File: src/rtl/i2c_target.sv
// I2C target with a byte-wide register file behind an auto-incrementing pointer.
// SCL/SDA are oversampled on clk; SDA is driven open-drain through sda_oe.
// Write protocol: START, addr+W, pointer byte, data bytes..., STOP.
// Read protocol:  START, addr+R, data bytes (controller ACKs all but the last).
module i2c_target #(
    parameter logic [6:0] DEV_ADDR  = 7'h39,
    parameter int         ADDR_W    = 4,
    parameter logic [7:0] RESET_VAL = 8'h00
) (
    input  logic              clk,
    input  logic              rst,
    input  logic              scl_in,
    input  logic              sda_in,
    output logic              sda_oe,
    output logic              busy,
    output logic              wr_stb,
    output logic [ADDR_W-1:0] wr_addr,
    output logic [7:0]        wr_data,
    input  logic [ADDR_W-1:0] dbg_addr,
    output logic [7:0]        dbg_data
);

    localparam int DEPTH = 1 << ADDR_W;

    typedef enum logic [3:0] {
        S_IDLE      = 4'd0,
        S_ADDR      = 4'd1,
        S_ADDR_ACK  = 4'd2,
        S_PTR       = 4'd3,
        S_PTR_ACK   = 4'd4,
        S_WDATA     = 4'd5,
        S_WDATA_ACK = 4'd6,
        S_RDATA     = 4'd7,
        S_RDATA_ACK = 4'd8
    } state_t;

    // Pin conditioning: two synchronizer stages plus one history stage each.
    logic r_scl_meta, r_scl_sync, r_scl_hist;
    logic r_sda_meta, r_sda_sync, r_sda_hist;

    // Protocol state.
    state_t            r_state;
    logic [3:0]        r_cnt;
    logic [7:0]        r_shift;
    logic [ADDR_W-1:0] r_ptr;
    logic              r_rw;
    logic              r_acked;
    logic              r_sda_oe;
    logic              r_busy;
    logic              r_wr_stb;
    logic [ADDR_W-1:0] r_wr_addr;
    logic [7:0]        r_wr_data;
    logic [7:0]        r_regs [DEPTH];

    // Next-state values produced by the combinational process.
    state_t            w_state_nxt;
    logic [3:0]        w_cnt_nxt;
    logic [7:0]        w_shift_nxt;
    logic [ADDR_W-1:0] w_ptr_nxt;
    logic              w_rw_nxt;
    logic              w_acked_nxt;
    logic              w_sda_oe_nxt;
    logic              w_busy_nxt;
    logic              w_wr_stb_nxt;
    logic [ADDR_W-1:0] w_wr_addr_nxt;
    logic [7:0]        w_wr_data_nxt;
    logic              w_reg_we;

    // Bus events derived from the synchronized pins.
    logic              w_scl_rise;
    logic              w_scl_fall;
    logic              w_start;
    logic              w_stop;
    logic [7:0]        w_shift_in;
    logic [7:0]        w_rd_byte;
    logic [ADDR_W-1:0] w_ptr_inc;
    logic              w_byte_done;

    assign w_scl_rise  = r_scl_sync & ~r_scl_hist;
    assign w_scl_fall  = ~r_scl_sync & r_scl_hist;
    assign w_start     = r_scl_sync & r_scl_hist & ~r_sda_sync & r_sda_hist;
    assign w_stop      = r_scl_sync & r_scl_hist & r_sda_sync & ~r_sda_hist;
    assign w_shift_in  = {r_shift[6:0], r_sda_sync};
    assign w_rd_byte   = r_regs[r_ptr];
    assign w_ptr_inc   = r_ptr + {{(ADDR_W-1){1'b0}}, 1'b1};
    assign w_byte_done = w_scl_fall && (r_cnt == 4'd8);

    assign sda_oe   = r_sda_oe;
    assign busy     = r_busy;
    assign wr_stb   = r_wr_stb;
    assign wr_addr  = r_wr_addr;
    assign wr_data  = r_wr_data;
    assign dbg_data = r_regs[dbg_addr];

    // Synchronize SCL/SDA; reset to 1 so the idle bus never looks like a START.
    always_ff @(posedge clk) begin
        if (rst) begin
            r_scl_meta <= 1'b1;
            r_scl_sync <= 1'b1;
            r_scl_hist <= 1'b1;
            r_sda_meta <= 1'b1;
            r_sda_sync <= 1'b1;
            r_sda_hist <= 1'b1;
        end else begin
            r_scl_meta <= scl_in;
            r_scl_sync <= r_scl_meta;
            r_scl_hist <= r_scl_sync;
            r_sda_meta <= sda_in;
            r_sda_sync <= r_sda_meta;
            r_sda_hist <= r_sda_sync;
        end
    end

    // Protocol state register and registered outputs.
    always_ff @(posedge clk) begin
        if (rst) begin
            r_state   <= S_IDLE;
            r_cnt     <= 4'd0;
            r_shift   <= 8'h00;
            r_ptr     <= {ADDR_W{1'b0}};
            r_rw      <= 1'b0;
            r_acked   <= 1'b0;
            r_sda_oe  <= 1'b0;
            r_busy    <= 1'b0;
            r_wr_stb  <= 1'b0;
            r_wr_addr <= {ADDR_W{1'b0}};
            r_wr_data <= 8'h00;
        end else begin
            r_state   <= w_state_nxt;
            r_cnt     <= w_cnt_nxt;
            r_shift   <= w_shift_nxt;
            r_ptr     <= w_ptr_nxt;
            r_rw      <= w_rw_nxt;
            r_acked   <= w_acked_nxt;
            r_sda_oe  <= w_sda_oe_nxt;
            r_busy    <= w_busy_nxt;
            r_wr_stb  <= w_wr_stb_nxt;
            r_wr_addr <= w_wr_addr_nxt;
            r_wr_data <= w_wr_data_nxt;
        end
    end

    // Register file: reset to RESET_VAL, written when a data byte is committed.
    always_ff @(posedge clk) begin
        if (rst) begin
            for (int i = 0; i < DEPTH; i++) begin
                r_regs[i] <= RESET_VAL;
            end
        end else if (w_reg_we) begin
            r_regs[r_ptr] <= r_shift;
        end else begin
            r_regs[r_ptr] <= r_regs[r_ptr];
        end
    end

    // Next-state logic: START/STOP override, otherwise bit/byte sequencing.
    always_comb begin
        w_state_nxt   = r_state;
        w_cnt_nxt     = r_cnt;
        w_shift_nxt   = r_shift;
        w_ptr_nxt     = r_ptr;
        w_rw_nxt      = r_rw;
        w_acked_nxt   = r_acked;
        w_sda_oe_nxt  = r_sda_oe;
        w_busy_nxt    = r_busy;
        w_wr_stb_nxt  = 1'b0;
        w_wr_addr_nxt = r_wr_addr;
        w_wr_data_nxt = r_wr_data;
        w_reg_we      = 1'b0;

        if (w_start) begin
            // Repeated START keeps the pointer so pointer-write-then-read works.
            w_state_nxt  = S_ADDR;
            w_cnt_nxt    = 4'd0;
            w_sda_oe_nxt = 1'b0;
        end else if (w_stop) begin
            // Any partial byte is simply dropped.
            w_state_nxt  = S_IDLE;
            w_cnt_nxt    = 4'd0;
            w_sda_oe_nxt = 1'b0;
            w_busy_nxt   = 1'b0;
        end else begin
            case (r_state)
                S_IDLE: begin
                    w_sda_oe_nxt = 1'b0;
                end

                S_ADDR, S_PTR, S_WDATA: begin
                    if (w_scl_rise && (r_cnt != 4'd8)) begin
                        w_shift_nxt = w_shift_in;
                        w_cnt_nxt   = r_cnt + 4'd1;
                    end else if (w_byte_done) begin
                        if (r_state == S_ADDR) begin
                            if (r_shift[7:1] == DEV_ADDR) begin
                                w_sda_oe_nxt = 1'b1;
                                w_rw_nxt     = r_shift[0];
                                w_busy_nxt   = 1'b1;
                                w_state_nxt  = S_ADDR_ACK;
                            end else begin
                                w_state_nxt  = S_IDLE;
                                w_busy_nxt   = 1'b0;
                                w_cnt_nxt    = 4'd0;
                            end
                        end else if (r_state == S_PTR) begin
                            w_ptr_nxt    = r_shift[ADDR_W-1:0];
                            w_sda_oe_nxt = 1'b1;
                            w_state_nxt  = S_PTR_ACK;
                        end else begin
                            w_reg_we      = 1'b1;
                            w_wr_stb_nxt  = 1'b1;
                            w_wr_addr_nxt = r_ptr;
                            w_wr_data_nxt = r_shift;
                            w_ptr_nxt     = w_ptr_inc;
                            w_sda_oe_nxt  = 1'b1;
                            w_state_nxt   = S_WDATA_ACK;
                        end
                    end else begin
                        w_state_nxt = r_state;
                    end
                end

                S_ADDR_ACK: begin
                    if (w_scl_fall) begin
                        if (r_rw) begin
                            // First read bit goes out on the same fall that ends the ACK.
                            w_shift_nxt  = w_rd_byte;
                            w_sda_oe_nxt = ~w_rd_byte[7];
                            w_cnt_nxt    = 4'd1;
                            w_state_nxt  = S_RDATA;
                        end else begin
                            w_sda_oe_nxt = 1'b0;
                            w_cnt_nxt    = 4'd0;
                            w_state_nxt  = S_PTR;
                        end
                    end else begin
                        w_state_nxt = r_state;
                    end
                end

                S_PTR_ACK, S_WDATA_ACK: begin
                    if (w_scl_fall) begin
                        w_sda_oe_nxt = 1'b0;
                        w_cnt_nxt    = 4'd0;
                        w_state_nxt  = S_WDATA;
                    end else begin
                        w_state_nxt = r_state;
                    end
                end

                S_RDATA: begin
                    if (w_scl_fall) begin
                        if (r_cnt == 4'd8) begin
                            w_sda_oe_nxt = 1'b0;
                            w_ptr_nxt    = w_ptr_inc;
                            w_acked_nxt  = 1'b0;
                            w_state_nxt  = S_RDATA_ACK;
                        end else begin
                            w_shift_nxt  = {r_shift[6:0], 1'b0};
                            w_sda_oe_nxt = ~r_shift[6];
                            w_cnt_nxt    = r_cnt + 4'd1;
                        end
                    end else begin
                        w_state_nxt = r_state;
                    end
                end

                S_RDATA_ACK: begin
                    if (w_scl_rise) begin
                        if (r_sda_sync) begin
                            // Controller NACK ends the read.
                            w_sda_oe_nxt = 1'b0;
                            w_busy_nxt   = 1'b0;
                            w_cnt_nxt    = 4'd0;
                            w_state_nxt  = S_IDLE;
                        end else begin
                            w_acked_nxt = 1'b1;
                        end
                    end else if (w_scl_fall && r_acked) begin
                        w_shift_nxt  = w_rd_byte;
                        w_sda_oe_nxt = ~w_rd_byte[7];
                        w_cnt_nxt    = 4'd1;
                        w_acked_nxt  = 1'b0;
                        w_state_nxt  = S_RDATA;
                    end else begin
                        w_state_nxt = r_state;
                    end
                end

                default: begin
                    w_state_nxt  = S_IDLE;
                    w_cnt_nxt    = 4'd0;
                    w_sda_oe_nxt = 1'b0;
                    w_busy_nxt   = 1'b0;
                end
            endcase
        end
    end

endmodule

File: config.mk
export PLATFORM = sky130hd
export DESIGN_NAME = i2c_target
export DESIGN_NICKNAME = d
export VERILOG_FILES = /design/src/rtl/i2c_target.sv
export SDC_FILE = /design/constraint.sdc
export NUM_CORES = 1
export LEC_CHECK = 0
export CAP_MARGIN = 15
export CORE_MARGIN = 2
export CORE_UTILIZATION = 65
export CTS_CLUSTER_SIZE = 20
export DETAILED_ROUTE_END_ITERATION = 7
export PLACE_DENSITY = 0.84
export SLEW_MARGIN = 20
export SYNTH_ARGS = -nofsm -noshare
export SYNTH_HDL_FRONTEND = slang
export SYNTH_SLANG_ARGS = --single-unit
export TNS_END_PERCENT = 20
File: constraint.sdc
create_clock -name clk -period 12.09 [get_ports clk]
set_clock_uncertainty 0.15 [all_clocks]
set_input_delay 3.627 -clock clk [delete_from_list [all_inputs] [get_ports clk]]
set_output_delay 3.627 -clock clk [all_outputs]
set_load 0.01 [all_outputs]
### Word-level counts from Yosys, hierarchy flattened

Memory sizes are Yosys's and may differ from the RTL's. A register that Yosys moved wholly into a read port is not among the register bits.
Cells that the tools add are included.
W data, S select, Z words.

| word-level totals | value |
|---|---|
| bits in registers | 43 |
| memory bits (writable) | 128 |
| input bits | 8 |
| output and inout bits | 23 |
| logic and storage cells | 198 |
| memories kept | 1 |

| cells by class | value |
|---|---|
| add/subtract/negate cells | 2 |
| equality and inequality tests | 45 |
| muxes and demuxes | 90 |
| bitwise gates (word level) | 20 |
| reductions and logical operators | 22 |

Memories:

| name | depth | width | rd ports | clocked after memory_dff | wr ports | line | RTL |
|---|---|---|---|---|---|---|---|
| r_regs | 16 | 8 | 2 | 1 | 16 | 53 | `logic [7:0] r_regs [DEPTH];` |

Operator list:

| operator | count |
|---|---|
| $mux W4 | 29 |
| $mux W8 | 9 |
| $pmux W4 S6 | 2 |
| $mux W1 | 42 |
| $ne A3 B3 Y1 const B | 13 |
| $pmux W8 S4 | 1 |
| $ne A4 B4 Y1 const B | 7 |
| $reduce_and A7 Y1 | 4 |
| $ne A2 B2 Y1 const B | 12 |
| $reduce_and A10 Y1 | 2 |
| $reduce_and A9 Y1 | 2 |
| $eq A4 B3 Y1 const B | 4 |
| $reduce_and A8 Y1 | 2 |
| $not A1 Y1 | 12 |
| $ne A5 B5 Y1 const B | 2 |
| $add A4 B1 Y4 const B | 2 |
| $eq A4 B2 Y1 const B | 2 |
| $eq A4 B4 Y1 const B | 2 |
| $pmux W4 S2 | 1 |
| $reduce_or A8 Y1 | 1 |
| $and A1 B1 Y1 | 7 |
| $eq A7 B6 Y1 const B | 1 |
| $reduce_or A3 Y1 | 2 |
| $pmux W1 S5 | 1 |
| other kinds (13) | 17 |

### Logic depth before layout (Yosys ltp)

| depth | value |
|---|---|
| depth in word-level cells | 14 |
| gate-level depth with buffers | 11 |
| gate-level depth less buffers | 8 |

### Worst setup path after synthesis

OpenSTA, ideal clock, no wires.

| timing path | value |
|---|---|
| path type | input-to-output |
| from | input port dbg_addr[0] |
| to | output port dbg_data[0] |
| arrival time | 5169 ps |
| required time | 8313 ps |
| path slack | 3144 ps |
| cell stages on the path | 4 |
| path buffers | 2 |
| path through | clkbuf_1 buf_2 mux4_2 mux4_2 |

| between the ends | value |
|---|---|
| cells in the longest elaborated chain, start to end | 1 |

Ends and longest elaborated chain:

| element | line | RTL |
|---|---|---|
| from (decl) | 19 | `input logic [ADDR_W-1:0] dbg_addr,` |
| $mem_v2 Z16 W8 | n/a |  |
| to (decl) | 20 | `output logic [7:0] dbg_data` |

No other way between the ends.

### Final worst setup path

| timing path | value |
|---|---|
| from | input port dbg_addr[0] |
| to | output port dbg_data[7] |

Same word-level chain as after synthesis.

==> results.md <==
- Crit. Startpoint: dbg_addr[0]
- Die Ht: 124 µm
- Flops & latches, synth: 175
- # Post-CTS Setup Buffers: 0
- Clock-pin slew on the worst setup and hold paths: 0.07 ns
- Seq. cell area: 4790 µm²
- Area leader, netlist: edfxtp_1
- Routed WL: 22.8 mm
- Synthesis Warnings: 0
- Area of the multi-input gates: 4200 µm²
- Die Area: 15,300 µm²
- Crit share post-route: 80.8%
- CTS resizes: 0
- CTS tree: yes
- Slew @ Worst Pin: 0.981 ns
- Root Buffer: clkbuf_16
- Longest Clk Path Bufs: 2
- Fin nets: 721
- IR drop worst, VDD: 121 µV
- Core area: 13,900 µm²
- DRC Markers: 0
- Worst setup SP type: primary input
- Number of flops mapped to enable cells by yosys: 128
- DR iter-0 viols: 938
- Initial antenna violation count: 0
- First-pass GRT wire length: 35.3 mm
- All-Layer GR Usage: 32.2%
- Fmax: 0.102 GHz
- RSZ-0062 raised after global routing: false
- Number of primary I/O pins: 31
- Largest net degree at the start of global routing: 45
- Synth cell count leaders: edfxtp_1 (128), nor2_1 (94), mux4_2 (69), nor2_2 (61), dfxtp_1 (47)
- Die Width: 124 µm
- Clk_lat worst skew: 0.43 ns
- Final max-slew violation count: 0
- Mapped Nets: 719
- Synth cell types: 68
- Worst Path Required: 8.31 ns
- CP Capture Type: output pin
- Area Growth Syn to Fin: 8.69%
- GRT met1 Usage: 49.3%
- Most common cell in the synthesized netlist: edfxtp_1
- Post-DP Area: 9560 µm²
- Arrival @ worst endpoint: 5.99 ns
- Synth async-reset ratio: 0%
- Worst-path fanout max: 32
- Depth of the most critical reg-to-reg path: 7
- Minimum clock period: 9.77 ns
- Wirelength per Cell: 25.3 µm
- P_leak: 3.27 nW
- Share of the synthesized area in the top cell type: 41.2%
- Via count: 6,240
- Share of cells above drive strength 1: 27.8%
- H-tree level count: 4
- Filler cell count: 890
- R2R Path End: r_regs[2][2]
- Reg-to-reg slack, setup: 8.90 ns
- Worst hold margin: 0.275 ns
- Antenna Violating Nets Remaining: 0
- Cell count after synthesis: 705
- Reg-to-reg startpoint: r_cnt[0]
- CP Capture Point: dbg_data[7]
- Sequential area share after synthesis: 51.3%
- CTS Hold Buffers Added: 0
- Post-route design area: 10,100 µm²
- Worst hold path type: reg2reg
- Endpoints failing setup: 0
- Post-Syn Area per Cell: 13.2 µm²
- Port Buf Inserts: 30
- TritonCTS Buffers: 17
- Final Wtd Congestion: 0.980
- GR peak layer: met1
- Remaining Overflow, GRT: 0
- Power Dens Cells: 128 nW/µm²
- Setup TNS: 0 ns
- GR met3 Demand/Resource: 8.70%
- Synth top area cells: edfxtp_1 (41%), mux4_2 (17%), dfxtp_1 (10%), nor2_2 (4.1%), nor2_1 (3.8%)
- Vias in the first global route: 5,867
- Antenna diodes: 0
- Synthesized area: 9330 µm²
- Max-capacitance violation count: 0
- Max_slew headroom: 34.6%
- Initial Utilization: 66.9%
- Via-to-Cell Ratio: 6.93
- Status: finished clean
- Drt pass-1 iters: 6
- Top FF cell, synth: edfxtp_1
- Clock sink count: 175
- Final Hold Viols: 0
- M2 GR Usage: 44.8%
- Std-Cell Rows: 43
- Post-DP HPWL: 16.9 mm
- Critical path type: in2out
==> worst min-delay path by stage <==
stage | endpoint | cells past startpoint | startpoint
after floorplan | r_scl_sync | 1 | r_scl_meta
after global placement | r_scl_sync | 1 | r_scl_meta
after detailed placement | r_sda_sync | 1 | r_sda_meta
after CTS | r_sda_sync | 1 | r_sda_meta
after global routing | r_scl_sync | 1 | r_scl_meta
final | r_scl_sync | 1 | r_scl_meta
==> layer usage <==
layer / vias to the layer above / wire length, µm
met1: 3092 / 9320
met5: - / 0
li1: 2661 / -
met2: 442 / 10100
met4: 0 / 518
met3: 45 / 2870
==> cell families (layout without fill, tap and decap cells) <==
logic type	Yosys count	in the layout	share of synthesized area (%)
AOI/OAI and AO/OA	90	90	7.26
xor gates and xnor gates	1	1	0.0939
adders and majority gates	6	6	0.805
buffers and inverters	58	73	3.76
DFF	175	175	51.3
muxes	99	99	21.2
and+or+nand+nor	276	276	15.5
==> placed cells by master (no fill, tap or decap), types with 3 or more instances in the layout <==
master           synthesis  layout
inv_8                    0       4
dfxtp_1                 47      46
a21oi_2                  3       3
nand3_1                 12      12
clkbuf_16                0      17
nor2_2                  61      61
a22oi_1                  5       5
o21ai_0                 15      15
nand2b_1                24      24
or4b_1                   3       3
inv_6                    0       4
a22o_1                  13      13
clkinvlp_4               0       3
and3b_1                  3       3
nor3_1                   4       3
o2bb2ai_1                7       7
a211oi_2                 3       3
buf_4                    5       5
inv_1                    6       6
ha_1                     6       6
mux2i_1                 18      18
nand2_1                 30      30
a21oi_1                 15      15
mux2_2                   3       3
nor3b_1                  3       3
edfxtp_1               128     128
clkdlybuf4s50_1          0      28
mux2i_4                  6       6
mux4_1                   3       3
or2_2                    7       7
nor2b_1                 19      19
a211oi_1                 7       7
nor2_1                  94      94
mux4_2                  69      69
==> cell type report <==
class                      instances  area share, %
clock inverter                    14           1.42
sequential                       175           47.2
clock buffer                      18           4.23
tap                              180           2.22
timing repair buffer              35           3.23
inverter                           6          0.222
multi-input combinational        472           41.5
==> critical path, cell delays in order <==
cell and delay [ns]:
buf_2 0.73, mux4_2 0.61, mux4_2 0.51, clkdlybuf4s50_1 0.50
==> sequential cells by signal, summed over array words and instances, names as in the netlist, 4 cells and up, named ones only <==
register / cells
r_cnt: 4
r_ptr: 4
r_regs: 128
r_shift: 8
r_state: 4
wr_addr: 4
wr_data: 8
==> stage by stage <==
stage,utilization (%),setup WS (ns),cells,power [W]
final,72.8,2.32,900,0.00130
after global routing,72.8,2.13,900,0.00134
after CTS,72.7,1.88,900,0.00130
after detailed placement,68.6,1.88,868,0.000778
after global placement,68.6,1.97,868,0.000774
after floorplan,-,3.14,705,0.000746
==> power by group <==
group          internal [W]  switching [W]  leakage, nW   total, W
logic             0.0000428      0.0000480         1.29  0.0000907
clock network      0.000275       0.000256        0.271   0.000531
registers          0.000659      0.0000166         1.71   0.000676
total              0.000977       0.000321         3.27    0.00130
(Power assumes the default switching activity.)
